--- config.mk ---
export PLATFORM = sky130hd
export DESIGN_NAME = hermes_buffer
export DESIGN_NICKNAME = d
export VERILOG_FILES = /design/src/rtl/hermes_buffer.sv
export SDC_FILE = /design/constraint.sdc
export NUM_CORES = 1
export LEC_CHECK = 0
export ABC_AREA = 0
export ABC_CLOCK_PERIOD_IN_PS = 3600
export CAP_MARGIN = 10
export CORE_MARGIN = 3
export CORE_UTILIZATION = 45
export CTS_CLUSTER_DIAMETER = 80
export DETAILED_ROUTE_END_ITERATION = 8
export GPL_TIMING_DRIVEN = 0
export PLACE_DENSITY_LB_ADDON = 0.05
export SYNTH_ARGS = -nofsm -noshare
export SYNTH_HDL_FRONTEND = slang
export SYNTH_SLANG_ARGS = --single-unit
--- constraint.sdc ---
create_clock -name clk_i -period 3.6 [get_ports clk_i]
set_input_delay 0.36 -clock clk_i [delete_from_list [all_inputs] [get_ports clk_i]]
set_output_delay 0.36 -clock clk_i [all_outputs]
set_load 0.05 [all_outputs]
--- src/rtl/hermes_buffer.sv ---
// Hermes router input buffer: a FLIT_SIZE x BUFFER_SIZE FIFO followed by a
// packet-forwarding FSM. The FSM requests a route for the packet at the FIFO
// head, then streams header, size and payload flits downstream.
//
// Handshakes:
//   upstream   - a flit is written on a rising clk_i edge when rx_i && credit_o;
//                credit_o is high whenever the FIFO has a free slot.
//   downstream - a flit is read on a rising clk_i edge when tx_o && credit_i;
//                data_o always shows the FIFO head, tx_o marks it as valid.
//   routing    - req_o holds high until ack_i is sampled high; ack_i outside
//                the request phase has no effect.
module hermes_buffer #(
  parameter int FLIT_SIZE   = 32,  // at least 20
  parameter int BUFFER_SIZE = 8    // power of two, at least 4
) (
  input  logic                 clk_i,
  input  logic                 rst_ni,
  input  logic                 rx_i,
  input  logic [FLIT_SIZE-1:0] data_i,
  output logic                 credit_o,
  output logic                 req_o,
  input  logic                 ack_i,
  output logic                 sending_o,
  output logic                 tx_o,
  output logic [FLIT_SIZE-1:0] data_o,
  input  logic                 credit_i,
  output logic [2:0]           state_o     // debug view of the forwarding FSM
);

  localparam int PTR_W = $clog2(BUFFER_SIZE);
  localparam int CNT_W = PTR_W + 1;

  localparam logic [PTR_W-1:0]     PTR_ONE  = PTR_W'(1);
  localparam logic [CNT_W-1:0]     CNT_ONE  = CNT_W'(1);
  localparam logic [CNT_W-1:0]     CNT_FULL = CNT_W'(BUFFER_SIZE);
  localparam logic [FLIT_SIZE-1:0] FLIT_ONE = FLIT_SIZE'(1);

  typedef enum logic [2:0] {
    IDLE    = 3'd0,
    REQ     = 3'd1,
    HEADER  = 3'd2,
    SIZE    = 3'd3,
    PAYLOAD = 3'd4,
    END     = 3'd5
  } state_t;

  logic [FLIT_SIZE-1:0] mem_q [BUFFER_SIZE];
  logic [PTR_W-1:0]     wr_ptr_q;
  logic [PTR_W-1:0]     rd_ptr_q;
  logic [CNT_W-1:0]     count_q;

  state_t               state_q;
  logic                 req_q;
  logic                 sending_q;
  logic [FLIT_SIZE-1:0] rem_q;

  logic wr_en;
  logic rd_en;
  logic fifo_nempty;
  logic fwd_state;

  // Datapath strobes and combinational views of the registered state.
  always_comb begin
    fifo_nempty = (count_q != '0);
    fwd_state   = (state_q == HEADER) || (state_q == SIZE) || (state_q == PAYLOAD);
    credit_o    = (count_q < CNT_FULL);
    tx_o        = fwd_state && fifo_nempty;
    wr_en       = rx_i && credit_o;
    rd_en       = tx_o && credit_i;
  end

  // The head is shown straight from storage; a new write into an empty FIFO
  // only appears on data_o once it has been stored (no bypass path).
  assign data_o    = mem_q[rd_ptr_q];
  assign req_o     = req_q;
  assign sending_o = sending_q;
  assign state_o   = state_q;

  // FIFO storage, pointers and occupancy. Pointers are PTR_W bits wide, so
  // incrementing past BUFFER_SIZE-1 wraps to 0 on its own.
  always_ff @(posedge clk_i or negedge rst_ni) begin
    if (!rst_ni) begin
      wr_ptr_q <= '0;
      rd_ptr_q <= '0;
      count_q  <= '0;
      for (int i = 0; i < BUFFER_SIZE; i++) begin
        mem_q[i] <= '0;
      end
    end else begin
      if (wr_en) begin
        mem_q[wr_ptr_q] <= data_i;
        wr_ptr_q        <= wr_ptr_q + PTR_ONE;
      end
      if (rd_en) begin
        rd_ptr_q <= rd_ptr_q + PTR_ONE;
      end
      // A simultaneous read and write leaves occupancy untouched.
      if (wr_en && !rd_en) begin
        count_q <= count_q + CNT_ONE;
      end else if (!wr_en && rd_en) begin
        count_q <= count_q - CNT_ONE;
      end
    end
  end

  // Packet forwarding FSM with registered req/sending outputs. Every
  // forwarding state advances only on a read, so an empty FIFO or a
  // withheld credit_i simply holds the current state.
  always_ff @(posedge clk_i or negedge rst_ni) begin
    if (!rst_ni) begin
      state_q   <= IDLE;
      req_q     <= 1'b0;
      sending_q <= 1'b0;
      rem_q     <= '0;
    end else begin
      case (state_q)
        IDLE: begin
          if (fifo_nempty) begin
            state_q <= REQ;
            req_q   <= 1'b1;
          end
        end
        REQ: begin
          if (ack_i) begin
            state_q   <= HEADER;
            req_q     <= 1'b0;
            sending_q <= 1'b1;
          end
        end
        HEADER: begin
          if (rd_en) begin
            state_q <= SIZE;
          end
        end
        SIZE: begin
          if (rd_en) begin
            rem_q <= data_o;
            if (data_o != '0) begin
              state_q <= PAYLOAD;
            end else begin
              state_q   <= END;
              sending_q <= 1'b0;
            end
          end
        end
        PAYLOAD: begin
          if (rd_en) begin
            rem_q <= rem_q - FLIT_ONE;
            if (rem_q == FLIT_ONE) begin
              state_q   <= END;
              sending_q <= 1'b0;
            end
          end
        end
        END: begin
          state_q <= IDLE;
        end
        default: begin
          state_q   <= IDLE;
          req_q     <= 1'b0;
          sending_q <= 1'b0;
        end
      endcase
    end
  end

endmodule

==> impl_metrics.toml, run 1 <==
[outcome]
status = "finished clean"

[global_route]
grt_antenna_before_repair = 0
grt.total_usage_pct = 22.3
grt_first_pass_wirelength_um = 58500
grt_pass1_vias = 9759
grt_start_max_net_pins = 114
grt-ovfl-total = 0

[die]
pin_count = 76
die_y_um = 186
die-area_sq_mm = 0.0344
rows = 65
start_util_pct = 45.9
dieWidth_um = 186
core-area_sq_mm = 0.0316

[yosys]
synth_cell_types = 62
synth-seq-cells = 303
synth_edf_count = 0
syn_area_sq_mm = 0.0145
syn_inst = 1077
synth_top_area_share_pct = 52.3
synth_area_leaders = "dfrtp_1 (52%), mux2_2 (21%), mux4_2 (6.7%)"
syn_nets = 1122
yosysTopAreaCell = "dfrtp_1"
syn_area_per_cell_sq_um = 13.5
seq_area_frac_synth_pct = 52.3
ys.flop_type = "dfrtp_1"
async_flop_share_pct = 100
synth_warnings = 0

[placement]
numPortBuffers = 75
dp_slack_ns = -0.915
gp_congestion = 0.824
dp.cells = 1556
dpl.hpwl_um = 25900

[setup_path]
cp.arrival_ns = 3.08
setup.worst_path.end_class = "output port"
startpoint_type = "flop"
cp_max_fo = 10
crit_required_ns = 3.24
path_class = "flop to output port"

[timing]
hold_viol = 0
setup_viol = 0
worst_slew_pin_slew_ns = 0.994
fin_tns_setup_ns = 0
setup_slack_ns = 0.163
grt_setup_unrepaired = "no"
relSlewSlack_pct = 33.6
fin_crit_sh_pct = 95.5
fin_crit_ns = 3.44
clock.fmax_ghz = 0.291
finClkSkew_ns = 0.0164
drv_slew = 0

[cts]
cts_buffers = 36
clkSinkCount = 303
cts_max_level = 2
cts.path.max_buffers = 3
post_cts.repair.setup_buffers = 0
path_clk_slew_ns = 0.06
cts_tree = "done"
insertion_delay_ns = 0.52
root_buffer = "clkbuf_16"

[layout]
multi_input_area_sq_mm = 0.00658
seqCellArea_sq_mm = 0.00758
post-route-util_pct = 53.6
final_cell_mix = "dfrtp_1 (303), mux2_2 (273), clkdlybuf4s50_1 (54), clkbuf_1 (47), nor2_1 (46)"
final_common_cell = "dfrtp_1"
area_growth_pct = 16.8
num-nets-final = 1237
finalNonFillerCells = 1618
num-fill-cells = 2688
n_antenna_cell = 0
drive_gt1_share_pct = 35.4

[hold_path]
hp-class = "input pin to asynchronous set/reset pin"

[route]
viasPerCell = 5.80
ant_nets = 0
drc = 0
wl_um = 37800
wl_per_cell_um = 23.4
via_count = 9383
dr.pass1.iters = 4
drt_iter0_markers = 402

[pwr]
p_leak_uw = 0.00720
irDropWorstVdd_mv = 0.782
power.density_mw_per_mm2 = 1090
power.total_uw = 18500

[flow_run]
max-cap-violations = 0
[through the flow]
stage	cell area [sq um]	hold slack, ns
after global routing	16900	0.481
final	16900	0.423
after global placement	15800	0.481
after floorplan	14500	0.0644
after detailed placement	15800	0.392
after CTS	16900	0.455
[metal layers]
layer,part of all wire [%],up-vias,routed length (um),global-route usage (%)
met4,1.7,0,629,5.15
met5,0,-,0,0
met3,3.3,41,1260,2.99
met1,49,4937,18400,32.9
li1,-,4240,-,-
met2,46,165,17500,35.6
[synth_stat cells, types with 2 or more instances]
| cell type | n |
|---|---|
| a22o_1 | 17 |
| nand4_1 | 5 |
| inv_1 | 13 |
| o21a_1 | 8 |
| a31oi_1 | 9 |
| o22ai_1 | 9 |
| a41oi_1 | 2 |
| or3_2 | 2 |
| nor2_1 | 53 |
| nand3_1 | 15 |
| nor3_1 | 10 |
| ha_1 | 7 |
| and3_1 | 3 |
| mux4_2 | 43 |
| nand2b_1 | 2 |
| mux2_2 | 273 |
| or4_1 | 8 |
| o2bb2ai_1 | 2 |
| nand3b_1 | 2 |
| o211ai_1 | 6 |
| dfrtp_1 | 303 |
| xnor2_1 | 7 |
| nor4_1 | 9 |
| or2_2 | 2 |
| nor2b_1 | 21 |
| a21o_1 | 2 |
| nor3b_1 | 2 |
| buf_1 | 12 |
| a22oi_1 | 4 |
| buf_2 | 7 |
| or4_4 | 2 |
| nand2_1 | 34 |
| o311ai_0 | 2 |
| o21ai_0 | 32 |
| mux4_1 | 5 |
| a21oi_1 | 27 |
| o22a_1 | 5 |
| and2_1 | 3 |
| clkbuf_1 | 46 |
| mux2i_1 | 34 |
| buf_6 | 4 |
| or3_1 | 4 |
| a2bb2oi_1 | 2 |
[area by class of cell]
type / count / area share (%)
clock buffers: 55 / 6.27
plain buffers: 70 / 2.10
well taps: 402 / 2.97
flip-flops and latches: 303 / 44.7
multi-input cells: 690 / 38.8
inverters: 13 / 0.288
repair buffers: 78 / 4.54
clock inverters: 7 / 0.288
[sequential cells by signal (all words and copies together), names as in the netlist]
register,cells
wr_ptr_q,3
mem_q,256
sending_o,1
state_o,3
rd_ptr_q,3
count_q,4
rem_q,32
req_o,1
[worst paths after layout]
path	to	startpoint	cells after the start	slack, ns
worst max-delay path	data_o[31]	rd_ptr_q[1]$_DFFE_PN0P_	9	0.16
worst min-delay path	mem_q[152]$_DFFE_PN0P_	rst_ni	2	0.42
worst max register to register	sending_o$_DFFE_PN0P_	rd_ptr_q[0]$_DFFE_PN0P_	8	0.22
worst min register to register	mem_q[146]$_DFFE_PN0P_	mem_q[146]$_DFFE_PN0P_	1	0.49
max in group asynchronous	mem_q[43]$_DFFE_PN0P_	rst_ni	4	1.69
min in group clk_i	mem_q[146]$_DFFE_PN0P_	mem_q[146]$_DFFE_PN0P_	1	0.49
[logic make-up after synthesis]
family / after synthesis / share of synthesized area (%)
DFF: 303 / 52.3
adders and majority gates: 8 / 0.742
buffers and inverters: 84 / 2.58
AOI/OAI and AO/OA: 137 / 6.26
and+or+nand+nor: 182 / 6.55
muxes: 355 / 31.1
xor gates and xnor gates: 8 / 0.483
[report_power, final]
group / switching, uW / internal (uW) / leakage, uW
Clock: 1390 / 2040 / 0.000544
Sequential: 895 / 5060 / 0.00374
Combinational: 5170 / 3950 / 0.00291
Total: 7450 / 11000 / 0.00720
[worst max-delay path, stage by stage, from the launching register on]
cell and delay (ns):
dfrtp_1 0.37, buf_6 0.20, buf_6 0.22, buf_6 0.23, buf_4 0.26, buf_4 0.30, mux2i_1 0.12, a22o_1 0.25
nor2_1 0.25, buf_2 0.33
[repair_timing]
item,in CTS,in global routing
gates resized for setup,103,12
hold endpoints to repair,88,0
cloned,0,0
endpoints found under the setup margin,41,21
hold buffers,1,0
(Power assumes the default switching activity.)
==> inputs of run 2 (changes only) <==
--- a/config.mk
+++ b/config.mk
@@ -8,12 +8,15 @@
 export ABC_AREA = 0
 export ABC_CLOCK_PERIOD_IN_PS = 3600
 export CAP_MARGIN = 10
+export CORE_ASPECT_RATIO = 0.8
 export CORE_MARGIN = 3
 export CORE_UTILIZATION = 45
 export CTS_CLUSTER_DIAMETER = 80
+export CTS_CLUSTER_SIZE = 14
 export DETAILED_ROUTE_END_ITERATION = 8
 export GPL_TIMING_DRIVEN = 0
 export PLACE_DENSITY_LB_ADDON = 0.05
+export RECOVER_POWER = 25
 export SYNTH_ARGS = -nofsm -noshare
 export SYNTH_HDL_FRONTEND = slang
 export SYNTH_SLANG_ARGS = --single-unit
==> impl_metrics.toml, run 2 (synthesis gave the netlist of run 1 again) <==
[outcome]
status = "complete, but fails checks"
violations = "capacitance limit, slew limit"

[route]
ant_nets = 0
drt_iter0_markers = 648
wl_um = 38700
dr.pass1.iters = 5
viasPerCell = 5.84
wl_per_cell_um = 24.1
via_count = 9387
drc = 0

[setup_path]
crit_buf_inv = 4
startpoint_type = "flop"
cp_top_family = "buffers and inverters"
path_class = "flop to output port"
crit_required_ns = 3.24
cp.arrival_ns = 3.09
max_stage_delay_ns = 0.74
cp_max_fo = 10
critical-path-slowest-cell = "clkdlybuf4s50_1"
crit_path_cell_trace = "buf_2, buf_4, clkbuf_4, mux2_2, clkdlybuf4s50_1"
setup.worst_path.end_class = "output port"

[die]
die-area_sq_mm = 0.0344
dieWidth_um = 207
pin_count = 76
die_y_um = 167
rows = 58
start_util_pct = 46.0
core-area_sq_mm = 0.0316

[flow_run]
max-cap-violations = 1

[layout]
top_register = "mem_q"
largestRegisters = "mem_q (256), rem_q (32), count_q (4)"
post-route-util_pct = 52.6
drive_gt1_share_pct = 34.5
area_growth_pct = 14.4
final_cell_mix = "dfrtp_1 (303), mux2_2 (273), clkdlybuf4s50_1 (54), nor2_1 (45), mux4_2 (43)"
largest_reg_flops = 256
finalNonFillerCells = 1606
num-nets-final = 1228
final_common_cell = "dfrtp_1"

[timing]
drv_slew = 59
hold_ws_ns = 0.496
relSlewSlack_pct = -14.4
fin_crit_sh_pct = 96.0
fin_crit_ns = 3.45
grt_setup_unrepaired = "no"
clock.fmax_ghz = 0.289
fin_tns_setup_ns = 0
setup_slack_ns = 0.146
hold_viol = 0
finClkSkew_ns = 0.0115
worst_slew_pin_slew_ns = 1.72
setup_viol = 0

[cts]
root_buffer = "clkbuf_16"
cts.path.max_buffers = 3
cts_tree = "done"
insertion_delay_ns = 0.54
clkSinkCount = 303
post_cts.repair.setup_buffers = 0
path_clk_slew_ns = 0.06
cts_max_level = 1
cts_buffers = 25

[placement]
dp_slack_ns = -0.838
dp.cells = 1575
gp_congestion = 0.806
dpl.hpwl_um = 26300
numPortBuffers = 75

[global_route]
grt-ovfl-total = 0
grt_antenna_before_repair = 2
grt_pass1_vias = 9498
grt_start_max_net_pins = 106
grt_first_pass_wirelength_um = 59900
grt.total_usage_pct = 22.7

[pwr]
power.density_mw_per_mm2 = 1070
irDropWorstVdd_mv = 0.590
p_leak_uw = 0.00699

[hold_path]
hp-class = "flop to flop"
run 2: what timing repair did:
item / in CTS / in global routing
hold endpoints to repair: 58 / 0
pin swaps: 0 / 0
hold buffers: 1 / 0
setup endpoints to repair: 35 / 18
gates resized for setup: 101 / 19
run 2: per-layer routing:
metal / share of wire, % / global-route usage (%)
met5: 0.028 / 0
met2: 44 / 33.7
met4: 1.7 / 3.78
met3: 5.1 / 3.87
met1: 49 / 35.8
run 2: path summary, 6_finish.rpt:
path	from	slack [ns]	cells after the start	endpoint
max in group asynchronous	rst_ni	1.34	4	mem_q[155]$_DFFE_PN0P_
min in group asynchronous	rst_ni	0.79	2	req_o$_DFFE_PN0P_
min reg2reg	mem_q[154]$_DFFE_PN0P_	0.50	1	mem_q[154]$_DFFE_PN0P_
max	rd_ptr_q[0]$_DFFE_PN0P_	0.15	5	data_o[23]
min	mem_q[154]$_DFFE_PN0P_	0.50	1	mem_q[154]$_DFFE_PN0P_
max reg2reg	rd_ptr_q[1]$_DFFE_PN0P_	0.30	11	sending_o$_DFFE_PN0P_
run 2: per-stage QoR:
step / power [uW] / instance area, sq um
after floorplan: 12300 / 14500
after global placement: 15200 / 15800
after detailed placement: 15400 / 15900
after CTS: 17900 / 16600
after global routing: 18900 / 16600
final: 17800 / 16600
run 2: where the power goes:
part           switching (uW)  internal [uW]  leakage (uW)
Clock                    1210           1300      0.000328
Sequential                899           5050       0.00374
Combinational            5350           4000       0.00293
run 2: worst reg2reg max path, stage by stage, from the launching register on:
cell     delay [ns]
dfrtp_1        0.37
buf_6          0.21
buf_6          0.23
buf_4          0.27
buf_4          0.28
buf_6          0.24
mux2i_1        0.35
a22o_1         0.23
o22ai_1        0.13
nor4_2         0.32
nand4_1        0.31
o21a_1         0.26
run 2: final cells by class:
cell class	count	area, sq um
Antenna cell	2	5.00
Buffer	71	368
Clock buffer	26	629
Clock inverter	2	38.8
Fill cell	2763	15000
Inverter	13	48.8
Multi-Input combinational cell	690	6600
Sequential cell	303	7580
Tap cell	420	526
Timing Repair Buffer	79	796
==> inputs of run 3 (changes only) <==
--- a/config.mk
+++ b/config.mk
@@ -15,7 +15,7 @@
 export CTS_CLUSTER_SIZE = 14
 export DETAILED_ROUTE_END_ITERATION = 8
 export GPL_TIMING_DRIVEN = 0
-export PLACE_DENSITY_LB_ADDON = 0.05
+export PLACE_DENSITY = 0.67
 export RECOVER_POWER = 25
 export SYNTH_ARGS = -nofsm -noshare
 export SYNTH_HDL_FRONTEND = slang
==> impl_metrics.toml, run 3 (synthesis gave the netlist of run 1 again) <==
[outcome]
status = "complete, but fails checks"
violations = "capacitance limit, slew limit"

[timing]
finClkSkew_ns = 0.0151
clock.fmax_ghz = 0.285
grt_setup_unrepaired = "no"
fin_crit_ns = 3.51
setup_viol = 0
setup_slack_ns = 0.0950
hold_ws_ns = 0.500
worst_slew_pin_slew_ns = 2.54
drv_slew = 97
relSlewSlack_pct = -69.5
hold_viol = 0
fin_crit_sh_pct = 97.4

[cts]
path_clk_slew_ns = 0.07
root_buffer = "clkbuf_16"
insertion_delay_ns = 0.54
clkSinkCount = 303
cts_max_level = 1
cts_tree = "done"
cts_buffers = 25
cts.path.max_buffers = 3

[setup_path]
cp_max_fo = 10
max_stage_delay_ns = 0.45
startpoint_type = "flop"
reg2reg_depth = 10
cp_top_family = "buffers and inverters"
startpoint = "rd_ptr_q[2]$_DFFE_PN0P_"
setup.worst_path.end_class = "output port"
path_class = "flop to output port"
ff2ff_setup_slack_ns = 0.17
cp.arrival_ns = 3.15
crit_buf_inv = 5
timing.rr.end = "sending_o$_DFFE_PN0P_"
r2r_start = "rd_ptr_q[1]$_DFFE_PN0P_"
crit_required_ns = 3.24
crit_path_cell_trace = "clkbuf_1, clkbuf_4, clkbuf_2, mux4_2, mux2i_1, inv_1, dlygate4sd2_1"
critical-path-slowest-cell = "dlygate4sd2_1"

[placement]
numPortBuffers = 75
gp_congestion = 0.865
dp.cells = 1574
dpl.hpwl_um = 25100
dp_slack_ns = -0.823

[layout]
area_growth_pct = 13.7
n_antenna_cell = 0
finalNonFillerCells = 1602
largestRegisters = "mem_q (256), rem_q (32), count_q (4)"
top_register = "mem_q"
final_common_cell = "dfrtp_1"
drive_gt1_share_pct = 34.3
post-route-util_pct = 52.2
num-nets-final = 1227
largest_reg_flops = 256
final_cell_mix = "dfrtp_1 (303), mux2_2 (273), clkdlybuf4s50_1 (54), nor2_1 (44), mux4_2 (43)"

[pwr]
irDropWorstVdd_mv = 0.567
power.density_mw_per_mm2 = 1060
p_leak_uw = 0.00696

[route]
viasPerCell = 5.90
via_count = 9445
dr.pass1.iters = 5
drc = 0
wl_um = 36800
ant_nets = 0
drt_iter0_markers = 707
wl_per_cell_um = 22.9

[global_route]
grt-ovfl-total = 0
grt_first_pass_wirelength_um = 57400
grt.total_usage_pct = 21.4
grt_antenna_before_repair = 0
grt_start_max_net_pins = 111
grt_pass1_vias = 9667

[hold_path]
min_to = "mem_q[186]$_DFFE_PN0P_"
hp-class = "flop to flop"
min_path_cells = 1
hp-start = "mem_q[186]$_DFFE_PN0P_"

[die]
rows = 58
start_util_pct = 46.0
pin_count = 76
die-area_sq_mm = 0.0344
dieWidth_um = 207
die_y_um = 167
core-area_sq_mm = 0.0316

[flow_run]
max-cap-violations = 1
run 3: cell types whose count changed in the layout (fill, tap and decap cells not counted), moves of 2 or more:
cell and change:
clkbuf_2 +3, diode_2 -2, clkdlybuf4s15_2 -2, nor2_2 +2
mux2i_1 +2
run 3: power by group:
part	leakage (uW)	internal, uW	switching [uW]
sequential	0.00374	5050	904
clock	0.000313	1230	1200
combinational	0.00291	3940	5180
total	0.00696	10200	7290
run 3: per-layer routing:
| metal | up-vias | GRT usage, % | routed length (um) |
|---|---|---|---|
| met2 | 205 | 33.3 | 17000 |
| li1 | 4202 | - | - |
| met3 | 37 | 3.13 | 1800 |
| met1 | 5001 | 32.7 | 17500 |
| met4 | 0 | 3.34 | 446 |
| met5 | - | 0 | 0 |
run 3: layout make-up:
cell class | count | area [sq um]
multi-input cells | 690 | 6570
plain buffers | 71 | 363
repair buffers | 78 | 756
flip-flops and latches | 303 | 7580
inverters | 13 | 48.8
clock inverters | 2 | 16.3
fillers | 2726 | 15100
well taps | 420 | 526
clock buffers | 25 | 626
run 3: repair_timing:
| action | CTS | global route |
|---|---|---|
| hold buffers | 1 | 0 |
| hold endpoints to repair | 96 | 0 |
| setup buffers | 0 | 0 |
| pin swaps | 0 | 0 |
| resized for setup | 90 | 26 |
| endpoints found under the setup margin | 35 | 16 |
| gates cloned | 0 | 0 |
run 3: per-stage QoR:
stage	cell area [sq um]	power, uW	TNS, ns
after CTS	16500	17600	0
after global placement	15800	15000	-3356.77
final	16500	17500	0
after floorplan	14500	12300	0
after global routing	16500	18500	0
after detailed placement	15800	15200	-10.39
run 3: worst max-delay path by stage:
stage | end | slack, ns | cells past startpoint
final | data_o[15] | 0.09 | 7
after global placement | mem_q[8]$_DFFE_PN0P_ | -11.09 | 1
after CTS | data_o[12] | 0.001 | 9
after floorplan | rem_q[5]$_DFFE_PN0P_ | 0.77 | 10
after global routing | data_o[24] | 0.002 | 5
after detailed placement | data_o[10] | -0.82 | 7
